## src/rtl/mips_pkg.sv

```systemverilog
// Shared definitions for the MIPS front end: fetch FSM states, word widths,
// PC increment and the opcode/funct field positions used by the decoder.
// No ports; imported with "import mips_pkg::*".
package mips_pkg;

    localparam int INSTR_W = 32;

    // Byte increment between sequential instruction words.
    localparam logic [INSTR_W-1:0] PC_INC = 32'd4;

    // Field positions inside an instruction word.
    localparam int OPCODE_MSB = 31;
    localparam int OPCODE_LSB = 26;
    localparam int FUNCT_MSB  = 5;
    localparam int FUNCT_LSB  = 0;

    // Fetch FSM states. Explicit encodings keep the values stable for any
    // legacy logic that decodes the state vector directly.
    typedef enum logic [1:0] {
        IDLE  = 2'd0,
        FETCH = 2'd1,
        HOLD  = 2'd2,
        DRAIN = 2'd3
    } fetch_state_t;

    // Instruction addresses are always word aligned.
    function automatic logic [INSTR_W-1:0] word_align(input logic [INSTR_W-1:0] addr);
        return {addr[INSTR_W-1:2], 2'b00};
    endfunction

endpackage

```

## src/rtl/if_id_reg.sv

```systemverilog
// IF/ID pipeline register with a one-entry skid buffer behind it.
// Latency: a load or skid pop is visible the cycle after it is requested.
// Backpressure: contents hold while stall_i is high; the skid absorbs one word.
//
// Ports:
//   clk, rst_n       clock, asynchronous active-low reset
//   flush_i          drop both the IF/ID entry and the skid entry
//   load_i           write instr_i/pc_plus4_i straight into IF/ID
//   skid_load_i      write instr_i/pc_plus4_i into the skid buffer
//   skid_pop_i       move the skid entry into IF/ID
//   stall_i          downstream is not consuming IF/ID this cycle
//   instr_i          incoming instruction word
//   pc_plus4_i       PC of instr_i plus 4
//   id_valid_o       IF/ID holds a live instruction
//   id_instr_o       IF/ID instruction
//   id_pc_plus4_o    IF/ID PC plus 4
module if_id_reg
    import mips_pkg::*;
(
    input  logic               clk,
    input  logic               rst_n,
    input  logic               flush_i,
    input  logic               load_i,
    input  logic               skid_load_i,
    input  logic               skid_pop_i,
    input  logic               stall_i,
    input  logic [INSTR_W-1:0] instr_i,
    input  logic [INSTR_W-1:0] pc_plus4_i,
    output logic               id_valid_o,
    output logic [INSTR_W-1:0] id_instr_o,
    output logic [INSTR_W-1:0] id_pc_plus4_o
);

    logic               valid_q, valid_d;
    logic [INSTR_W-1:0] instr_q, instr_d;
    logic [INSTR_W-1:0] pc4_q,   pc4_d;

    logic               skid_valid_q, skid_valid_d;
    logic [INSTR_W-1:0] skid_instr_q, skid_instr_d;
    logic [INSTR_W-1:0] skid_pc4_q,   skid_pc4_d;

    always_comb begin
        valid_d      = valid_q;
        instr_d      = instr_q;
        pc4_d        = pc4_q;
        skid_valid_d = skid_valid_q;
        skid_instr_d = skid_instr_q;
        skid_pc4_d   = skid_pc4_q;

        if (flush_i) begin
            // Data fields are left alone; only the valid bits matter.
            valid_d      = 1'b0;
            skid_valid_d = 1'b0;
        end else begin
            if (load_i) begin
                valid_d = 1'b1;
                instr_d = instr_i;
                pc4_d   = pc_plus4_i;
            end else if (skid_pop_i && skid_valid_q) begin
                valid_d      = 1'b1;
                instr_d      = skid_instr_q;
                pc4_d        = skid_pc4_q;
                skid_valid_d = 1'b0;
            end else if (valid_q && !stall_i) begin
                // Consumed downstream with nothing new behind it.
                valid_d = 1'b0;
            end

            if (skid_load_i) begin
                skid_valid_d = 1'b1;
                skid_instr_d = instr_i;
                skid_pc4_d   = pc_plus4_i;
            end
        end
    end

    always_ff @(posedge clk or negedge rst_n) begin
        if (!rst_n) begin
            valid_q      <= 1'b0;
            instr_q      <= '0;
            pc4_q        <= '0;
            skid_valid_q <= 1'b0;
            skid_instr_q <= '0;
            skid_pc4_q   <= '0;
        end else begin
            valid_q      <= valid_d;
            instr_q      <= instr_d;
            pc4_q        <= pc4_d;
            skid_valid_q <= skid_valid_d;
            skid_instr_q <= skid_instr_d;
            skid_pc4_q   <= skid_pc4_d;
        end
    end

    assign id_valid_o    = valid_q;
    assign id_instr_o    = instr_q;
    assign id_pc_plus4_o = pc4_q;

endmodule

```

## src/rtl/instr_fetch_stage.sv

```systemverilog
// Instruction fetch: PC, req/ack word reads from imem, IF/ID register feed.
// Latency: IF/ID valid the cycle after imem_ack; one word/cycle on zero-wait memory.
// Backpressure: id_stall with a full IF/ID parks one word in a skid and stops requesting.
//
// Ports:
//   clk, rst_n        clock, asynchronous active-low reset
//   imem_req/addr     read request and word address, held until imem_ack
//   imem_ack/rdata    read completion and instruction word
//   redirect_valid/pc taken branch or jump from downstream; flush and restart
//   id_stall          downstream cannot accept IF/ID this cycle
//   id_valid/instr    IF/ID register contents
//   id_opcode/funct   instruction fields for the control unit
//   id_pc_plus4       PC of id_instr plus 4
module instr_fetch_stage
    import mips_pkg::*;
#(
    parameter logic [31:0] RESET_PC = 32'h0000_0000
) (
    input  logic               clk,
    input  logic               rst_n,
    output logic               imem_req,
    output logic [INSTR_W-1:0] imem_addr,
    input  logic               imem_ack,
    input  logic [INSTR_W-1:0] imem_rdata,
    input  logic               redirect_valid,
    input  logic [INSTR_W-1:0] redirect_pc,
    input  logic               id_stall,
    output logic               id_valid,
    output logic [INSTR_W-1:0] id_instr,
    output logic [5:0]         id_opcode,
    output logic [5:0]         id_funct,
    output logic [INSTR_W-1:0] id_pc_plus4
);

    localparam logic [INSTR_W-1:0] RESET_PC_ALIGNED = {RESET_PC[INSTR_W-1:2], 2'b00};

    fetch_state_t       state_q, state_d;
    logic [INSTR_W-1:0] pc_q, pc_d;             // next PC to fetch
    logic [INSTR_W-1:0] req_addr_q, req_addr_d; // address presented to imem
    logic               arm_q, arm_d;           // IDLE has seen its first clock

    logic               slot_free;
    logic [INSTR_W-1:0] redirect_tgt;
    logic [INSTR_W-1:0] pc_inc;
    logic               load;
    logic               skid_load;
    logic               skid_pop;

    assign slot_free    = !id_valid || !id_stall;
    assign redirect_tgt = word_align(redirect_pc);
    assign pc_inc       = pc_q + PC_INC;  // wraps modulo 2^32

    always_comb begin
        state_d   = state_q;
        pc_d      = pc_q;
        arm_d     = arm_q;
        load      = 1'b0;
        skid_load = 1'b0;
        skid_pop  = 1'b0;

        case (state_q)
            IDLE: begin
                // The first edge after reset release only arms the FSM, so
                // the first request leaves on the second edge.
                arm_d = 1'b1;
                if (arm_q) begin
                    state_d = FETCH;
                end
                if (redirect_valid) begin
                    pc_d = redirect_tgt;
                end
            end

            FETCH: begin
                if (redirect_valid) begin
                    pc_d = redirect_tgt;
                    // Without an ack the request is still outstanding and
                    // must complete before the new PC can be issued.
                    state_d = imem_ack ? FETCH : DRAIN;
                end else if (imem_ack) begin
                    pc_d = pc_inc;
                    if (slot_free) begin
                        load = 1'b1;
                    end else begin
                        skid_load = 1'b1;
                        state_d   = HOLD;
                    end
                end
            end

            HOLD: begin
                if (redirect_valid) begin
                    pc_d    = redirect_tgt;
                    state_d = FETCH;
                end else if (!id_stall) begin
                    skid_pop = 1'b1;
                    state_d  = FETCH;
                end
            end

            DRAIN: begin
                if (redirect_valid) begin
                    pc_d = redirect_tgt;
                end
                // The returning word belongs to the abandoned path.
                if (imem_ack) begin
                    state_d = FETCH;
                end
            end

            default: begin
                state_d = IDLE;
            end
        endcase
    end

    // The request address follows the PC except while draining, where the
    // abandoned request must keep its original address until its ack.
    assign req_addr_d = (state_d == DRAIN) ? req_addr_q : pc_d;

    always_ff @(posedge clk or negedge rst_n) begin
        if (!rst_n) begin
            state_q    <= IDLE;
            pc_q       <= RESET_PC_ALIGNED;
            req_addr_q <= RESET_PC_ALIGNED;
            arm_q      <= 1'b0;
        end else begin
            state_q    <= state_d;
            pc_q       <= pc_d;
            req_addr_q <= req_addr_d;
            arm_q      <= arm_d;
        end
    end

    // A redirect in any state drops the IF/ID entry and the skid buffer.
    if_id_reg u_if_id_reg (
        .clk           (clk),
        .rst_n         (rst_n),
        .flush_i       (redirect_valid),
        .load_i        (load),
        .skid_load_i   (skid_load),
        .skid_pop_i    (skid_pop),
        .stall_i       (id_stall),
        .instr_i       (imem_rdata),
        .pc_plus4_i    (pc_inc),
        .id_valid_o    (id_valid),
        .id_instr_o    (id_instr),
        .id_pc_plus4_o (id_pc_plus4)
    );

    assign imem_req  = (state_q == FETCH) || (state_q == DRAIN);
    assign imem_addr = req_addr_q;
    assign id_opcode = id_instr[OPCODE_MSB:OPCODE_LSB];
    assign id_funct  = id_instr[FUNCT_MSB:FUNCT_LSB];

endmodule

```

## config.mk

```make
export PLATFORM = sky130hd
export DESIGN_NAME = instr_fetch_stage
export DESIGN_NICKNAME = d
export VERILOG_FILES = /design/src/rtl/mips_pkg.sv /design/src/rtl/if_id_reg.sv /design/src/rtl/instr_fetch_stage.sv
export SDC_FILE = /design/constraint.sdc
export NUM_CORES = 1
export LEC_CHECK = 0
export BUFFER_PORTS_ARGS = -buffer_cell sky130_fd_sc_hd__buf_4
export CAP_MARGIN = 20
export CORE_UTILIZATION = 35
export CTS_CLUSTER_SIZE = 8
export DETAILED_ROUTE_END_ITERATION = 7
export GPL_TIMING_DRIVEN = 0
export PLACE_DENSITY_LB_ADDON = 0.08
export SLEW_MARGIN = 20
export SYNTH_ARGS = -nofsm -noshare
export SYNTH_HDL_FRONTEND = slang
export SYNTH_SLANG_ARGS = --single-unit
```

## constraint.sdc

```tcl
create_clock -name clk -period 6.7 [get_ports clk]
set_clock_uncertainty 0.2 [all_clocks]
set_input_delay 0 -clock clk [delete_from_list [all_inputs] [get_ports clk]]
set_output_delay 0 -clock clk [all_outputs]
set_load 0.1 [all_outputs]
```

==> metrics.yaml, run 1 <==
global_route:
  grt_usage: 0.211
  grt_pass1_wl_um: 43700
  antenna_found_initial: 0
  grt_pass1_vias: 7698
  grt-ovfl-total: 0
  grt_max_degree: 89
power_and_ir_drop:
  combPwrFrac: 0.437
  power_w: 0.00474
  switchingPower_w: 0.00227
  swShare: 0.478
  p_clk_frac: 0.222
  power_density_nw_per_um2: 382
  pwr-share-seq: 0.341
  leakage_nw: 5.58
  vdd_drop_max_mv: 0.248
  p_int_w: 0.00248
clock_network:
  htreeDepth: 4
  clockRootBuffer: "clkbuf_16"
  cts_buffer_depth: 2
  path_clk_slew_ns: 0.08
  cts_setup_buffers: 0
  cts_sinks: 197
  hold_buffers: 74
  insertion_delay_ns: 0.45
  cts_resized: 0
  cts_buffers: 17
  cts_tree: "built"
timing:
  rsz0062_at_grt: "false"
  max_freq_mhz: 315
  drv_slew: 0
  hold_viol: 0
  fin_tns_setup_ns: 0
  worst_pin_slew_ns: 0.837
  period_minus_slack_ns: 3.18
  slew_headroom: 0.440
  setup_viol: 0
  period_share: 0.474
final_layout:
  fin_util: 0.477
  area_growth_pct: 33.9
  final_common_cell: "nand2_1"
  stdcell_count: 1603
  antenna-diode-count: 0
  final_cell_mix: "260 x nand2_1, 197 x dfrtp_1, 186 x buf_4, 73 x dlygate4sd3_1, 61 x clkbuf_1"
  drive_gt1_frac: 0.221
  nets: 1325
critical_path:
  cp.arrival_ns: 3.30
  worstPathRequired_ns: 6.82
  crit_type: "reg2reg"
  worstSetupEndpointType: "flop"
  reg2reg_setup_slack_ns: 3.52
  slowest_delay_ns: 0.57
  start_kind: "flop"
  path_max_fanout: 7
  slowest_stage: "dlygate4sd3_1"
  path_cells: "ha_1 > nand3_4 > or2_1 > buf_6 > or3_1 > a221o_1 > dlygate4sd3_1 > mux2_4"
routing:
  avgRoutedWirePerCell_um: 17.4
  drc: 2
  drt_iter0_markers: 548
  route.vias.total: 7978
  ant_nets: 0
  vias_per_cell: 4.98
  routed_wl_um: 27900
  drt_pass1_iterations: 8
logic_synthesis:
  yosysUniqueCellTypes: 50
  synth_area_um2: 9260
  synth_edf_count: 0
  yosys_register_bits: 197
  syn-num-nets: 1055
  synth_cells: 985
  synth-async-reset-ratio: 1.00
  synth.avg_cell_area_um2: 9.40
  yosys_warnings: 0
  ys_seq_area_frac: 0.532
  synth_ff_type: "dfrtp_1"
floorplanning:
  die_h_um: 165
  pin_count: 179
  num_rows: 59
  core_um2: 26000
  dieArea_um2: 27100
  initial_core_util: 0.356
  die_x_um: 165
job:
  maxCapViolations: 0
placement:
  port_buffers: 175
  hpwl_um: 19500
  gp_congestion: 0.805
  dp.cells: 1497
run_status:
  status: "complete, but fails checks"
  violations: "design-rule violations"
min_path:
  min_path_type: "in2reg"
flip-flops by register name, summed over array words and instances (netlist names):
signal	count
arm_q	1
imem_addr	32
pc_q	32
state_q	2
u_if_id_reg.id_instr_o	32
u_if_id_reg.id_pc_plus4_o	32
u_if_id_reg.id_valid_o	1
u_if_id_reg.skid_instr_q	32
u_if_id_reg.skid_pc4_q	32
u_if_id_reg.skid_valid_q	1
layout make-up:
class                           instances  area, um^2
Buffer                                 88         395
Clock buffer                           18         429
Clock inverter                         14         166
Fill cell                            2563       13600
Inverter                                6        22.5
Multi-Input combinational cell        694        3920
Sequential cell                       197        4930
Tap cell                              335         419
Timing Repair Buffer                  251        2130
power groups by stage:
stage          clock network, W  registers, W  logic (W)
2_1_floorplan                 0       0.00263   0.000554
3_3_place_gp                  0       0.00163    0.00203
3_5_place_dp                  0       0.00164    0.00204
4_1_cts                 0.00108       0.00162    0.00208
5_1_grt                 0.00112       0.00165    0.00218
6_report                0.00105       0.00162    0.00207
per-layer routing:
layer	routed length, um	global-route usage
met2	12900	0.332
met5	0	0
met1	13600	0.305
met3	1260	0.0347
met4	170	0.0421
cells by family after synthesis:
family,after synthesis,share of synthesized area
and+or+nand+nor,433,0.208
DFF,197,0.532
AOI/OAI and AO/OA,159,0.107
buffers and inverters,94,0.0451
xor gates and xnor gates,62,0.0586
muxes,39,0.0475
adders and majority gates,1,0.00135
synth_stat cells, drive strengths merged, types with 2 or more instances:
| master | instances | area (um^2) |
|---|---|---|
| nand4 | 28 | 181 |
| mux2 | 37 | 420 |
| o22ai | 7 | 43.8 |
| inv | 4 | 15.0 |
| nor3 | 11 | 60.1 |
| o21ai | 59 | 295 |
| clkbuf | 60 | 225 |
| nand2 | 260 | 976 |
| xor2 | 36 | 315 |
| nor2 | 60 | 225 |
| clkinv | 2 | 7.51 |
| buf | 28 | 170 |
| and3 | 13 | 82.6 |
| nor2b | 4 | 25.0 |
| a21oi | 18 | 90.1 |
| xnor2 | 26 | 228 |
| nor4 | 6 | 56.3 |
| and2 | 18 | 113 |
| a211oi | 16 | 120 |
| dfrtp | 197 | 4930 |
| a221oi | 8 | 70.1 |
| nand3 | 24 | 133 |
| mux2i | 2 | 20.0 |
| a31oi | 35 | 219 |
| a221o | 11 | 110 |
path summary, 6_finish.rpt:
check | from | endpoint | depth (start not counted)
max | pc_q[2] | imem_addr[16] | 8
min reg2reg | u_if_id_reg.skid_pc4_q[20] | u_if_id_reg.skid_pc4_q[20] | 2
min | imem_ack | imem_addr[19] | 4
max in group asynchronous | rst_n | pc_q[11] | 4
max reg2reg | pc_q[2] | imem_addr[16] | 8
min in group asynchronous | rst_n | u_if_id_reg.id_instr_o[12] | 4
critical path: cells and delay by family, from the launching register on:
| kind | cells | cell delay [ns] |
|---|---|---|
| AND/OR/NAND/NOR | 3 | 0.75 |
| buffers and inverters | 2 | 0.71 |
| flip-flops | 1 | 0.55 |
| adder cells (fa/ha/maj) | 1 | 0.32 |
| AO/OA/AOI/OAI | 1 | 0.28 |
| multiplexers | 1 | 0.26 |
metrics by stage:
step           hold WS (ns)  area (um^2)  setup slack, ns
2_1_floorplan        -0.496         9260             4.34
3_3_place_gp        0.00669        11000             3.76
3_5_place_dp         -0.322        11100             3.72
4_1_cts              0.0654        12400             3.52
5_1_grt               0.117        12400             3.43
6_report             0.0678        12400             3.52
(Power assumes the default switching activity.)
==> inputs of run 2 (changes only) <==
--- a/config.mk
+++ b/config.mk
@@ -5,6 +5,7 @@
 export SDC_FILE = /design/constraint.sdc
 export NUM_CORES = 1
 export LEC_CHECK = 0
+export ABC_AREA = 1
 export BUFFER_PORTS_ARGS = -buffer_cell sky130_fd_sc_hd__buf_4
 export CAP_MARGIN = 20
 export CORE_UTILIZATION = 35
==> constraint.sdc (replaced) <==
create_clock -name clk -period 2.8 [get_ports clk]
set_clock_uncertainty 0.2 [all_clocks]
set_input_delay 0 -clock clk [delete_from_list [all_inputs] [get_ports clk]]
set_output_delay 0 -clock clk [all_outputs]
set_load 0.1 [all_outputs]
==> metrics.yaml, run 2 <==
run_status:
  status: "complete, but fails checks"
  violations: "design-rule violations, negative hold slack"
power_and_ir_drop:
  power_density_nw_per_um2: 925
  leakage_nw: 6.09
  vdd_drop_max_mv: 0.405
logic_synthesis:
  synth_most_common_cell: "nand2_1"
  synth_ff_type: "dfrtp_1"
  synth.area.top_cells: "dfrtp_1 52%, nand2_1 16%, o21ai_0 4.3%"
  yosysUniqueCellTypes: 36
  synth_edf_count: 0
  synth-async-reset-ratio: 1.00
  yosysTopAreaCell: "dfrtp_1"
  ys_seq_area_frac: 0.525
  synth.avg_cell_area_um2: 7.99
  yosys_register_bits: 197
  yosys_warnings: 0
  synth_cells: 1175
  syn-num-nets: 1245
  synth_area_um2: 9390
  synth.cells.most_frequent: "412 x nand2_1, 197 x dfrtp_1, 104 x nor2_1, 81 x o21ai_0, 70 x a21oi_1"
  synth_top_area_frac: 0.525
critical_path:
  worstPathRequired_ns: 2.91
  path_max_fanout: 5
  slowest_stage: "dlygate4sd3_1"
  crit_family: "simple AND/OR/NAND/NOR gates"
  crit_top_cell: "nand2_1"
  crit_type: "reg2reg"
  start_kind: "flop"
  worst-path-buf-inv: 1
  path_cells: "ha_1 > nand2_1 > nor2_1 > nand3b_1 > o21ai_2 > nand3_1 > nand2_1 > nand2_1 > dlygate4sd3_1"
  worstSetupEndpointType: "flop"
  cp.arrival_ns: 2.68
  slowest_delay_ns: 0.57
timing:
  drv_slew: 0
  worst_pin_slew_ns: 0.665
  fin_tns_setup_ns: 0
  rsz0062_at_grt: "false"
  hold_slack_ns: -0.0193
  slew_headroom: 0.557
  period_share: 0.916
  period_minus_slack_ns: 2.56
  hold_viol: 17
  max_freq_mhz: 390
  setup_viol: 0
clock_network:
  path_clk_slew_ns: 0.08
  cts_tree: "built"
  cts_sinks: 197
  cts_buffer_depth: 2
  htreeDepth: 4
  cts_buffers: 17
  cts_setup_buffers: 0
  clockRootBuffer: "clkbuf_16"
  insertion_delay_ns: 0.44
final_layout:
  finalInstanceArea_um2: 12500
  fin_util: 0.478
  fill_cells: 2607
  seqCellArea_um2: 4930
  final_cell_mix: "412 x nand2_1, 197 x dfrtp_1, 194 x buf_4, 104 x nor2_1, 81 x o21ai_0"
  nets: 1514
  multi_input_area_um2: 3770
  final_common_cell: "nand2_1"
  area_growth_pct: 33.4
  antenna-diode-count: 0
  drive_gt1_frac: 0.185
routing:
  drt_iter0_markers: 595
  drt_pass1_iterations: 8
  ant_nets: 0
  avgRoutedWirePerCell_um: 16.4
  route.vias.total: 8610
  routed_wl_um: 29400
  drc: 14
  vias_per_cell: 4.81
global_route:
  grt_pass1_wl_um: 46800
  grt_pass1_vias: 8269
  antenna_found_initial: 0
  grt-ovfl-total: 0
  grt_usage: 0.219
  grt_max_degree: 93
placement:
  port_buffers: 176
  hpwl_um: 21000
  place_area_um2: 11200
  gp_congestion: 0.871
floorplanning:
  core_um2: 26200
  initial_core_util: 0.358
  dieArea_um2: 27500
  die_h_um: 166
  num_rows: 59
  pin_count: 179
  die_x_um: 166
job:
  maxCapViolations: 0
min_path:
  min_path_type: "in2async"
-- run 2: final cells by class --
class                   instances  share of cell area
well taps                     335              0.0335
clock buffers                  19              0.0354
inverters                      75              0.0225
clock inverters                12              0.0134
flip-flops and latches        197               0.393
multi-input cells             831               0.301
repair buffers                250               0.168
plain buffers                  72              0.0333
-- run 2: power breakdown --
group | switching (W) | internal [W] | total (W)
Combinational | 0.00386 | 0.00116 | 0.00502
Sequential | 0.000435 | 0.00351 | 0.00395
Clock | 0.00117 | 0.00145 | 0.00262
-- run 2: logic make-up (layout without fill, tap and decap cells) --
family,count (synthesis),count (layout),share of synthesized area
simple gates,611,611,0.266
compound gates,213,213,0.127
xor+xnor,6,6,0.00560
fa+ha+maj,1,1,0.00133
flops,197,197,0.525
buf+inv,147,428,0.0743
-- run 2: stage by stage --
step	power, W	instances	setup slack, ns
after floorplan	0.00771	1175	0.443
after global placement	0.00889	1686	0.0205
after detailed placement	0.00894	1688	0.575
after CTS	0.0117	1791	0.189
after global routing	0.0121	1791	0.0383
final	0.0116	1791	0.236
-- run 2: routing by layer --
layer  GRT usage  part of all wire  vias to the layer above
li1            -                 -                     4318
met1       0.315              0.49                     4046
met2       0.351              0.46                      228
met3      0.0281             0.034                       18
met4      0.0492             0.011                        0
met5           0                 0                        -
-- run 2: repair_timing --
action                                 in CTS  in global routing
hold buffers                               72                  0
setup endpoints to repair                   0                  1
resized for setup                           0                  1
endpoints found under the hold margin     327                  0
-- run 2: worst paths after layout --
path | depth (start not counted) | slack [ns] | to | start
min in group clk | 4 | 0.11 | u_if_id_reg.skid_instr_q[3] | imem_rdata[3]
worst min-delay path | 3 | -0.02 | u_if_id_reg.skid_instr_q[23] | rst_n
worst max register to register | 9 | 0.24 | pc_q[20] | pc_q[2]
worst min register to register | 2 | 0.27 | u_if_id_reg.skid_instr_q[26] | u_if_id_reg.skid_instr_q[26]
worst max-delay path | 9 | 0.24 | pc_q[20] | pc_q[2]
max in group asynchronous | 3 | 1.44 | u_if_id_reg.id_instr_o[13] | rst_n
-- run 2: worst register-to-register path, delay by kind of cell, from the launching register on --
| kind | cells | cell delay, ns |
|---|---|---|
| AND/OR/NAND/NOR | 6 | 0.72 |
| buffers and inverters | 1 | 0.57 |
| flip-flops | 1 | 0.46 |
| adder cells (fa/ha/maj) | 1 | 0.25 |
| AO/OA/AOI/OAI | 1 | 0.23 |
==> inputs of run 3 (changes only) <==
--- a/config.mk
+++ b/config.mk
@@ -13,6 +13,7 @@
 export DETAILED_ROUTE_END_ITERATION = 7
 export GPL_TIMING_DRIVEN = 0
 export PLACE_DENSITY_LB_ADDON = 0.08
+export REMOVE_ABC_BUFFERS = 1
 export SLEW_MARGIN = 20
 export SYNTH_ARGS = -nofsm -noshare
 export SYNTH_HDL_FRONTEND = slang
==> metrics.yaml, run 3 (same netlist as run 2, synthesis figures left out) <==
timing:
  hold_viol: 0
  max_freq_mhz: 380
  fin_tns_setup_ns: 0
  period_minus_slack_ns: 2.63
  slew_headroom: 0.403
  worst_pin_slew_ns: 0.894
  period_share: 0.939
  drv_slew: 0
  hold_slack_ns: 0.0172
  setup_viol: 0
  rsz0062_at_grt: "false"
routing:
  drt_pass1_iterations: 7
  drc: 16
  route.vias.total: 8440
  drt_iter0_markers: 601
  avgRoutedWirePerCell_um: 16.1
  vias_per_cell: 4.81
  routed_wl_um: 28300
  ant_nets: 0
global_route:
  grt_pass1_vias: 7767
  grt_usage: 0.209
  grt_pass1_wl_um: 44600
  grt-ovfl-total: 0
  antenna_found_initial: 0
  grt_max_degree: 84
final_layout:
  antenna-diode-count: 0
  final_cell_mix: "409 x nand2_1, 196 x dfrtp_1, 178 x buf_4, 102 x nor2_1, 93 x dlygate4sd3_1"
  nets: 1476
  area_growth_pct: 33.4
  drive_gt1_frac: 0.177
  final_common_cell: "nand2_1"
  stdcell_count: 1754
critical_path:
  worstSetupEndpointType: "flop"
  cp.arrival_ns: 2.75
  worstPathRequired_ns: 2.92
  reg2reg_setup_slack_ns: 0.17
  crit_type: "reg2reg"
  start_kind: "flop"
  path_max_fanout: 5
floorplanning:
  num_rows: 59
  initial_core_util: 0.358
  pin_count: 179
  die_h_um: 166
  core_um2: 26200
  die_x_um: 166
  dieArea_um2: 27500
clock_network:
  cts_buffer_depth: 2
  cts_sinks: 197
  cts_tree: "built"
  insertion_delay_ns: 0.43
  htreeDepth: 4
  cts_buffers: 17
  path_clk_slew_ns: 0.08
  clockRootBuffer: "clkbuf_16"
power_and_ir_drop:
  power_density_nw_per_um2: 902
  leakage_nw: 5.99
  vdd_drop_max_mv: 0.382
placement:
  dp.cells: 1620
  hpwl_um: 17500
  gp_congestion: 0.901
  port_buffers: 176
run_status:
  violations: "design-rule violations"
  status: "complete, but fails checks"
min_path:
  min_path_type: "in2reg"
job:
  maxCapViolations: 0
run 3: changes by cell type in the layout (fill, tap and decap cells not counted), moves of 3 or more:
cell,before,now
clkbuf_1,32,1
dlygate4sd3_1,72,93
buf_4,194,178
buf_2,12,0
buf_6,8,1
clkinv_4,0,4
buf_12,0,3
bufinv_16,3,0
clkinv_8,0,3
inv_6,4,1
nand2_1,412,409
nand2_4,1,4
nand3_2,0,3
run 3: repair_timing:
action | CTS | global route
resized for setup | 4 | 6
setup endpoints to repair | 65 | 54
cloned | 4 | 0
pin swaps | 2 | 0
buffers inserted | 0 | 4
hold endpoints to repair | 330 | 0
hold buffers | 94 | 0
run 3: cell type report:
type	count	area (um^2)
inverter	75	299
tap	335	419
multi-input combinational	835	3860
sequential	197	4930
timing repair buffer	280	2460
fill	2612	13700
clock buffer	18	429
clock inverter	14	130
run 3: path summary, 6_finish.rpt:
| kind | start | to | depth (start not counted) |
|---|---|---|---|
| max | state_q[1] | imem_addr[22] | 8 |
| min | redirect_valid | pc_q[30] | 3 |
| max reg2reg | state_q[1] | imem_addr[22] | 8 |
| min reg2reg | u_if_id_reg.skid_instr_q[18] | u_if_id_reg.skid_instr_q[18] | 2 |
| max in group asynchronous | rst_n | imem_addr[0] | 4 |
| min in group asynchronous | rst_n | u_if_id_reg.id_instr_o[23] | 4 |
run 3: per-layer routing:
layer	track usage	vias up	part of all wire
met5	0	-	0
met2	0.326	222	0.46
met4	0.0431	0	0.0080
li1	-	4253	-
met1	0.303	3947	0.48
met3	0.0372	18	0.050
run 3: through the flow:
step,setup WS (ns),instance area (um^2),utilization,power (W)
2_1_floorplan,-1.09,8970,-,0.00759
4_1_cts,0.0273,12500,0.476,0.0114
3_5_place_dp,-0.887,10900,0.416,0.00883
5_1_grt,0.00761,12500,0.478,0.0118
3_3_place_gp,-2.92,10700,0.409,0.00877
6_report,0.170,12500,0.478,0.0113
run 3: report_power, final:
| part | internal (W) | switching, W |
|---|---|---|
| registers | 0.00351 | 0.000426 |
| logic | 0.00113 | 0.00386 |
| clock network | 0.00117 | 0.00121 |
run 3: worst max-delay path, cell delays in order (launching register included):
cell and delay, ns:
dfrtp_1 0.47, nor2_4 0.25, nor2_2 0.13, a22oi_1 0.16
dlygate4sd3_1 0.57, nand2_1 0.05, dlygate4sd3_1 0.57, nand2_1 0.07
nand2_1 0.04
